$ cat src/rtl/ahb2apb_arb_pkg.sv
// ahb2apb_arb_pkg: shared encodings for the AHB-to-APB requester arbiter
package ahb2apb_arb_pkg;
  typedef enum logic [1:0] {IDLE = 2'd0, ADDR = 2'd1, DATA = 2'd2} arb_state_t;
  localparam logic [1:0] HTRANS_IDLE   = 2'b00;
  localparam logic [1:0] HTRANS_NONSEQ = 2'b10;
  localparam logic [2:0] HSIZE_WORD    = 3'b010;
  localparam logic [3:0] HPROT_DEFAULT = 4'b0011;
endpackage

$ cat src/rtl/ahb2apb_arb_picker.sv
// ahb2apb_arb_picker: first requester found searching upward from a start index, wrapping.
// rr=0 pins the start at 0, giving fixed lowest-index priority.
module ahb2apb_arb_picker #(
  parameter int NREQ = 4,
  parameter int IW   = $clog2(NREQ)
) (
  input  logic [NREQ-1:0] req,
  input  logic [IW-1:0]   ptr,
  input  logic            rr,
  output logic [NREQ-1:0] grant,
  output logic [IW-1:0]   grant_idx
);
  logic [IW-1:0] start;
  logic [IW-1:0] j;
  assign start = rr ? ptr : '0;
  // Scan from farthest to nearest so the nearest match is written last and wins.
  always_comb begin
    grant = '0;
    grant_idx = '0;
    j = '0;
    for (int k = NREQ - 1; k >= 0; k--) begin
      j = IW'((int'(start) + k) % NREQ);
      if (req[j]) begin
        grant = '0;
        grant[j] = 1'b1;
        grant_idx = j;
      end
    end
  end
endmodule

$ cat src/rtl/ahb2apb_req_arbiter.sv
// ahb2apb_req_arbiter: shares one AHB-Lite bridge slave port among NREQ single-word requesters.
// Define AHB2APB_ARB_RR_EN for round-robin arbitration; otherwise fixed priority (lowest index).
module ahb2apb_req_arbiter
  import ahb2apb_arb_pkg::*;
#(
  parameter int NREQ      = 4,
  parameter int ADDRWIDTH = 16,
  parameter int DATAWIDTH = 32
) (
  input  logic                      HCLK,
  input  logic                      HRESET,
  input  logic [NREQ-1:0]           req_valid,
  input  logic [NREQ-1:0]           req_write,
  input  logic [NREQ*ADDRWIDTH-1:0] req_addr,
  input  logic [NREQ*DATAWIDTH-1:0] req_wdata,
  output logic [NREQ-1:0]           req_ready,
  output logic [NREQ-1:0]           rsp_valid,
  output logic [DATAWIDTH-1:0]      rsp_rdata,
  output logic                      rsp_err,
  output logic                      busy,
  output logic                      HSEL,
  output logic [ADDRWIDTH-1:0]      HADDR,
  output logic                      HWRITE,
  output logic [DATAWIDTH-1:0]      HWDATA,
  output logic [2:0]                HSIZE,
  output logic [1:0]                HTRANS,
  output logic [3:0]                HPROT,
  output logic                      HREADY,
  input  logic                      HREADYOUT,
  input  logic [DATAWIDTH-1:0]      HRDATA,
  input  logic                      HRESP
);
  localparam int IW = $clog2(NREQ);
  arb_state_t state, state_nxt;
  logic [NREQ-1:0] grant;
  logic [IW-1:0] grant_idx, gnt_q, ptr;
  logic [ADDRWIDTH-1:0] addr_q, addr_sel;
  logic [DATAWIDTH-1:0] wdata_q, wdata_sel;
  logic write_q, write_sel, accept, done;
  assign accept = state == IDLE && |req_valid;
  assign done = state == DATA && HREADYOUT;
`ifdef AHB2APB_ARB_RR_EN
  localparam logic RR_MODE = 1'b1;
  // ptr is where the next search starts: one past the last winner.
  always_ff @(posedge HCLK or posedge HRESET) begin
    if (HRESET) ptr <= '0;
    else if (accept) ptr <= (grant_idx == IW'(NREQ - 1)) ? '0 : grant_idx + 1'b1;
  end
`else
  localparam logic RR_MODE = 1'b0;
  assign ptr = '0;
`endif
  ahb2apb_arb_picker #(.NREQ(NREQ), .IW(IW)) u_picker (
    .req(req_valid), .ptr(ptr), .rr(RR_MODE), .grant(grant), .grant_idx(grant_idx)
  );
  always_comb begin
    addr_sel = '0;
    wdata_sel = '0;
    write_sel = 1'b0;
    for (int i = 0; i < NREQ; i++) begin
      if (grant[i]) begin
        addr_sel = req_addr[i*ADDRWIDTH +: ADDRWIDTH];
        wdata_sel = req_wdata[i*DATAWIDTH +: DATAWIDTH];
        write_sel = req_write[i];
      end
    end
  end
  always_ff @(posedge HCLK or posedge HRESET) begin
    if (HRESET) state <= IDLE;
    else state <= state_nxt;
  end
  always_comb begin
    state_nxt = state;
    HSEL = state == ADDR;
    HTRANS = state == ADDR ? HTRANS_NONSEQ : HTRANS_IDLE;
    busy = state != IDLE;
    req_ready = accept && !HRESET ? grant : '0;
    if (accept) state_nxt = ADDR;
    else if (state == ADDR && HREADYOUT) state_nxt = DATA;
    else if (done) state_nxt = IDLE;
  end
  always_ff @(posedge HCLK or posedge HRESET) begin
    if (HRESET) begin
      gnt_q <= '0;
      addr_q <= '0;
      write_q <= 1'b0;
      wdata_q <= '0;
      rsp_valid <= '0;
      rsp_rdata <= '0;
      rsp_err <= 1'b0;
    end else begin
      rsp_valid <= '0;
      if (accept) begin
        gnt_q <= grant_idx;
        addr_q <= addr_sel;
        write_q <= write_sel;
        wdata_q <= wdata_sel;
      end
      if (done) begin
        rsp_valid[gnt_q] <= 1'b1;
        rsp_rdata <= HRDATA;
        rsp_err <= HRESP;
      end
    end
  end
  assign HADDR = {addr_q[ADDRWIDTH-1:2], 2'b00};
  assign HWRITE = write_q;
  assign HWDATA = wdata_q;
  assign HSIZE = HSIZE_WORD;
  assign HPROT = HPROT_DEFAULT;
  assign HREADY = HREADYOUT;
endmodule

$ cat config.mk
export PLATFORM = sky130hd
export DESIGN_NAME = ahb2apb_req_arbiter
export DESIGN_NICKNAME = d
export VERILOG_FILES = /design/src/rtl/ahb2apb_arb_pkg.sv /design/src/rtl/ahb2apb_arb_picker.sv /design/src/rtl/ahb2apb_req_arbiter.sv
export SDC_FILE = /design/constraint.sdc
export NUM_CORES = 1
export LEC_CHECK = 0
export ABC_AREA = 1
export BUFFER_PORTS_ARGS = -buffer_cell sky130_fd_sc_hd__clkbuf_2
export CORE_AREA = 4 4 129 131
export DETAILED_ROUTE_END_ITERATION = 10
export DIE_AREA = 0 0 133 135
export PLACE_DENSITY = 0.75
export SLEW_MARGIN = 0
export SYNTH_ARGS = -nofsm -noshare
export SYNTH_HDL_FRONTEND = slang
export SYNTH_HIERARCHICAL = 1
export SYNTH_SLANG_ARGS = --single-unit
export TNS_END_PERCENT = 1
$ cat constraint.sdc
create_clock -name HCLK -period 2.5 [get_ports HCLK]
set_input_delay 0.125 -clock HCLK [delete_from_list [all_inputs] [get_ports HCLK]]
set_output_delay 0.125 -clock HCLK [all_outputs]
set_load 0.005 [all_outputs]
======== Word-level counts from Yosys, hierarchy flattened ========
Cells that the tools add are included.
word-level totals
  register bits after elaboration ......... 90
  input bits .............................. 236
  output and inout port bits .............. 102
  word-level logic and storage cells ...... 50
operators by class
  order comparisons ....................... 2
  eq/ne operators ......................... 2
  multiplexer cells ....................... 28
  reductions and logical operators ........ 10
operators with widths
  kind                count
  $mux 32             4
  $mux 16             4
  $mux 4              6
  $mux 2              8
  $logic_and 1x1->1   5
  $mux 1              5
  $reduce_or 4->1     1
  $lt 2x3->1 const B  1
  $reduce_bool 3->1   1
  $demux 1 s2         1
  $eq 2x1->1 const B  1
  $eq 2x2->1 const B  1
  $ge 2x1->1 const B  1
  $logic_not 2->1     1
  $reduce_bool 2->1   1
  $logic_not 1->1     1

======== Logic depth before layout (Yosys ltp) ========
  word-level depth ........................ 8
  mapped depth ............................ 20
  gate-level depth less buffers ........... 17

======== Cells and area by module ========
The synthesis kept the hierarchy.
modules (own cells, without submodules)
  module               times used  cells an instance  area each (um^2)  sequential area each (um^2)
  ahb2apb_req_arbiter  1           803                5,208.7           2,202.1
  ahb2apb_arb_picker   1           97                 573.0             0.0

======== Least setup slack after synthesis ========
Ideal clock, no wire load.
  path kind ............................... in2reg
  from .................................... input port req_valid[2]
  to ...................................... register wdata_q[15] (netlist: HWDATA[15])
  library setup time ...................... 0.116 ns
  arrival time ............................ 1.385 ns
  required time ........................... 2.384 ns
  setup slack ............................. 0.999 ns
  stages .................................. 16
  buffers on the path ..................... 2
  cells stage by stage .................... inv_1 > nand2_4 > nand3_1 > nand2_2 > nor2_4 > nand2_1 > nand3_1 > nand2_1 > inv_1 > inv_1 > buf_2 > buf_4 > nor2_1 > nor2_1 > nand2_1 > nand2_1
between the ends
  elaborated cells between the ends (all ways) .. 9
  those cells by class .................... 7 x mux; 2 x reduce/logical
RTL lines
  what                  RTL line                   text
  from (decl)           ahb2apb_req_arbiter.sv:12  input logic [NREQ-1:0] req_valid,
  $mux 4 (3 in series)  ahb2apb_arb_picker.sv:23   if (req[j]) begin
  via grant[3]          ahb2apb_req_arbiter.sv:35  logic [NREQ-1:0] grant;
  $mux 32               ahb2apb_req_arbiter.sv:61  if (grant[i]) begin
  to (signal assigned)  ahb2apb_req_arbiter.sv:97  wdata_q <= wdata_sel;
  to (decl)             ahb2apb_req_arbiter.sv:38  logic [DATAWIDTH-1:0] wdata_q, wdata_sel;
The timed path passes the listed nets, and every way through them passes these cells.
A chain may end at the register's enable or synchronous reset.

======== Worst setup path in the final report ========
  from .................................... register state[0]
  to ...................................... output port req_ready[2]
between the ends
  cells in the longest elaborated chain, start to end .. 4
RTL lines
  what                    RTL line                   text
  from (decl)             ahb2apb_req_arbiter.sv:34  arb_state_t state, state_nxt;
  from (signal assigned)  ahb2apb_req_arbiter.sv:70  else state <= state_nxt;
  $logic_not 2->1         ahb2apb_req_arbiter.sv:40  assign accept = state == IDLE && |req_valid;
  $logic_and 1x1->1       ahb2apb_req_arbiter.sv:40
  $logic_and 1x1->1       ahb2apb_req_arbiter.sv:77  req_ready = accept && !HRESET ? grant : '0;
  $mux 4                  ahb2apb_req_arbiter.sv:77
  to (decl)               ahb2apb_req_arbiter.sv:16  output logic [NREQ-1:0] req_ready,
Every way passes these cells.

==> impl_metrics.yaml <==
clock_network:
  cts_sinks: 88
  insertion_delay_ps: 350
  clockRootBuffer: "clkbuf_16"
  hold_buffers: 32
  numCtsBuffers: 9
  cts_buffer_depth: 2
  cts.repair.resized: 0
  cts_max_level: 3
  cts_setup_buffers: 0
  clkTransAtPathRegs_ps: 70
  cts_tree: "yes"
route:
  wire_per_inst_microns: 14.0
  firstDrtPassIters: 5
  wl_mm: 20.3
  vias: 6717
  drc: 0
  drt_iter0_markers: 323
  drtAntennaViolNets: 0
  vias_per_cell: 4.64
critical_path:
  cp_data_required_time_ps: 2380
  critPathMaxStageDelay_ps: 410
  rrSetupSlack_ps: 790
  crit_chain: "nor2_2 -> nand2_4 -> nor3_1 -> clkbuf_2"
  r2r_end: "addr_q[14]"
  cp_max_fo: 52
  critPathCaptureType: "primary output"
  crit_slowest_cell: "dfrtp_1"
  cp.arrival_ps: 1820
  timing.rr.start: "state[0]"
  ff2ff_path_depth: 6
  cp-start-kind: "flip-flop"
  critical_path_class: "reg2out"
job:
  cap_violations: 0
floorplan:
  initial_core_util_pct: 37.1
  rows: 46
  die_h_microns: 135
  die_area_sq_mm: 0.0180
  ios: 338
  core-area_sq_mm: 0.0156
  die_w_microns: 133
global_routing:
  grt_pass1_wl_mm: 31.7
  grt_pass1_vias: 6431
  grt_overflow_total: 0
  track_usage_pct: 21.9
  antenna_found_initial: 0
  grt_max_degree: 59
pwr:
  pwr-share-comb_pct: 28.3
  pwr_density_cell_mw_per_mm2: 480
  switchingPower_mw: 1.31
  clkPwrFrac_pct: 35.0
  switching_share_pct: 33.9
  ir_worst_vdd_mv: 0.274
  p_seq_share_pct: 36.8
  cellLeakagePower_nw: 5.09
  p_int_mw: 2.56
layout:
  drive_above_1_share_pct: 30.7
  layout.nets: 1471
  nFillCells: 1530
  stdcell_count: 1449
  area_growth_pct: 39.5
  register_area_sq_mm: 0.00220
  diodes: 0
  fin_area_sq_mm: 0.00807
  multi_input_area_sq_mm: 0.00310
synth:
  syn_area_sq_mm: 0.00578
  synth_top_cells_by_area: "dfrtp_1 (38%), nand2_1 (29%), nor2_1 (6.7%)"
  synth.distinct_cells: 27
  yosysTopAreaCell: "dfrtp_1"
  synth_top_cell_area_share_pct: 38.1
  ys_seq_area_share_pct: 38.1
  postSynthAreaPerCell_sq_um: 6.42
  ys_ff_latch: 88
  yosysWarnings: 6
  syn_inst: 900
sta:
  post-route-min-period_ps: 1940
  skew_ps: 9.70
  relSlewSlack_pct: 49.9
  worst_slew_pin_slew_ps: 751
  finalCritPeriodShare_pct: 77.7
  hold_violations: 10
  final.setup.tns_ps: 0
  rsz0062_at_grt: "false"
  clock.fmax_mhz: 515
  slew_violations: 0
  setup_viol: 0
  hold_slack_ps: -7.69
worst_hold_path:
  hold_class: "in2async"
placed_design:
  place_inst: 1401
  place_congestion: 0.850
  io_buffers: 319
  dp_hpwl_mm: 14.7
  place_area_sq_mm: 0.00745
outcome:
  violations: "hold timing"
  outcome: "complete, but fails checks"
==> synthesized netlist by cell type <==
cell type and count:
o21ai_0 2, inv_4 1, inv_2 2, inv_1 27, clkbuf_1 7, dfrtp_1 88, nand2_1 448, a21oi_1 50
buf_1 1, nor3_1 7, nor2_4 2, o21ai_1 1, nand3_2 5, buf_4 25, and3_1 1, nor3b_2 1
conb_1 2, nand2_4 5, nand3_1 70, buf_2 26, or2_0 3, nand2_2 7, ha_1 7, buf_6 7
nor2_2 1, nor2_1 103, o21bai_1 1
==> worst max path at each step <==
stage | start | end | slack, ps | cells past startpoint
after global routing | req_valid[0] | req_ready[1] | 420 | 15
after floorplan | HRESET | HWDATA[0] | 100 | 1
after global placement | req_valid[0] | HWDATA[17] | 520 | 19
after detailed placement | req_valid[0] | HWDATA[17] | 480 | 19
final | state[0] | req_ready[2] | 560 | 4
after CTS | state[0] | req_ready[2] | 500 | 4
==> sequential cells by signal, indices dropped and copies added, names as in the netlist <==
signal,cells
rsp_valid,4
HWDATA,32
rsp_err,1
state,2
gnt_q,2
addr_q,14
HWRITE,1
rsp_rdata,32
==> metrics by stage <==
step	setup slack, ps	total power [mW]	util (%)
2_1_floorplan	96.4	2.16	-
3_3_place_gp	518	2.49	47.7
3_5_place_dp	483	2.50	47.7
4_1_cts	505	3.90	51.7
5_1_grt	421	4.09	51.7
6_report	557	3.87	51.7
==> cell families after synthesis <==
| kind of cell | synth area share (%) |
|---|---|
| and+or+nand+nor | 46.2 |
| buffers and inverters | 9.37 |
| DFF | 38.1 |
| AOI/OAI and AO/OA | 4.72 |
| adders and majority gates | 1.51 |
| other | 0.130 |
==> worst max-delay path, delay by kind of cell, from the launching register on <==
family	cells	cell delay, ps
AND/OR/NAND/NOR	3	850
buffers and inverters	1	180
flip-flops	1	410
==> routing by layer <==
metal,global-route usage [%],vias to the layer above,wire length [microns]
met1,26.3,2983,8250
met5,0,-,0
li1,-,3403,-
met3,5.14,32,1670
met2,38.9,299,10000
met4,6.70,0,389
==> final cells by class <==
cell class	instances	area share [%]
Sequential cell	88	27.3
Tap cell	216	3.35
Clock buffer	9	2.79
Timing Repair Buffer	367	25.7
Inverter	30	1.46
Multi-Input combinational cell	732	38.5
Clock inverter	7	0.931
==> power groups by stage <==
stage / clock network (mW) / registers, mW / logic, mW
2_1_floorplan: 0 / 1.45 / 0.709
3_3_place_gp: 0 / 1.45 / 1.04
3_5_place_dp: 0 / 1.45 / 1.05
4_1_cts: 1.39 / 1.42 / 1.09
5_1_grt: 1.43 / 1.42 / 1.24
6_report: 1.35 / 1.42 / 1.09
==> layout by cell type, fill, tap and decap left out, types with 13 or more instances in the layout <==
master and instances:
a21oi_1 50, buf_4 13, clkbuf_2 319, conb_1 18, dfrtp_1 88, dlygate4sd3_1 32
inv_1 22, nand2_1 448, nand3_1 70, nor2_1 103
Power figures use the tool's default switching activity.
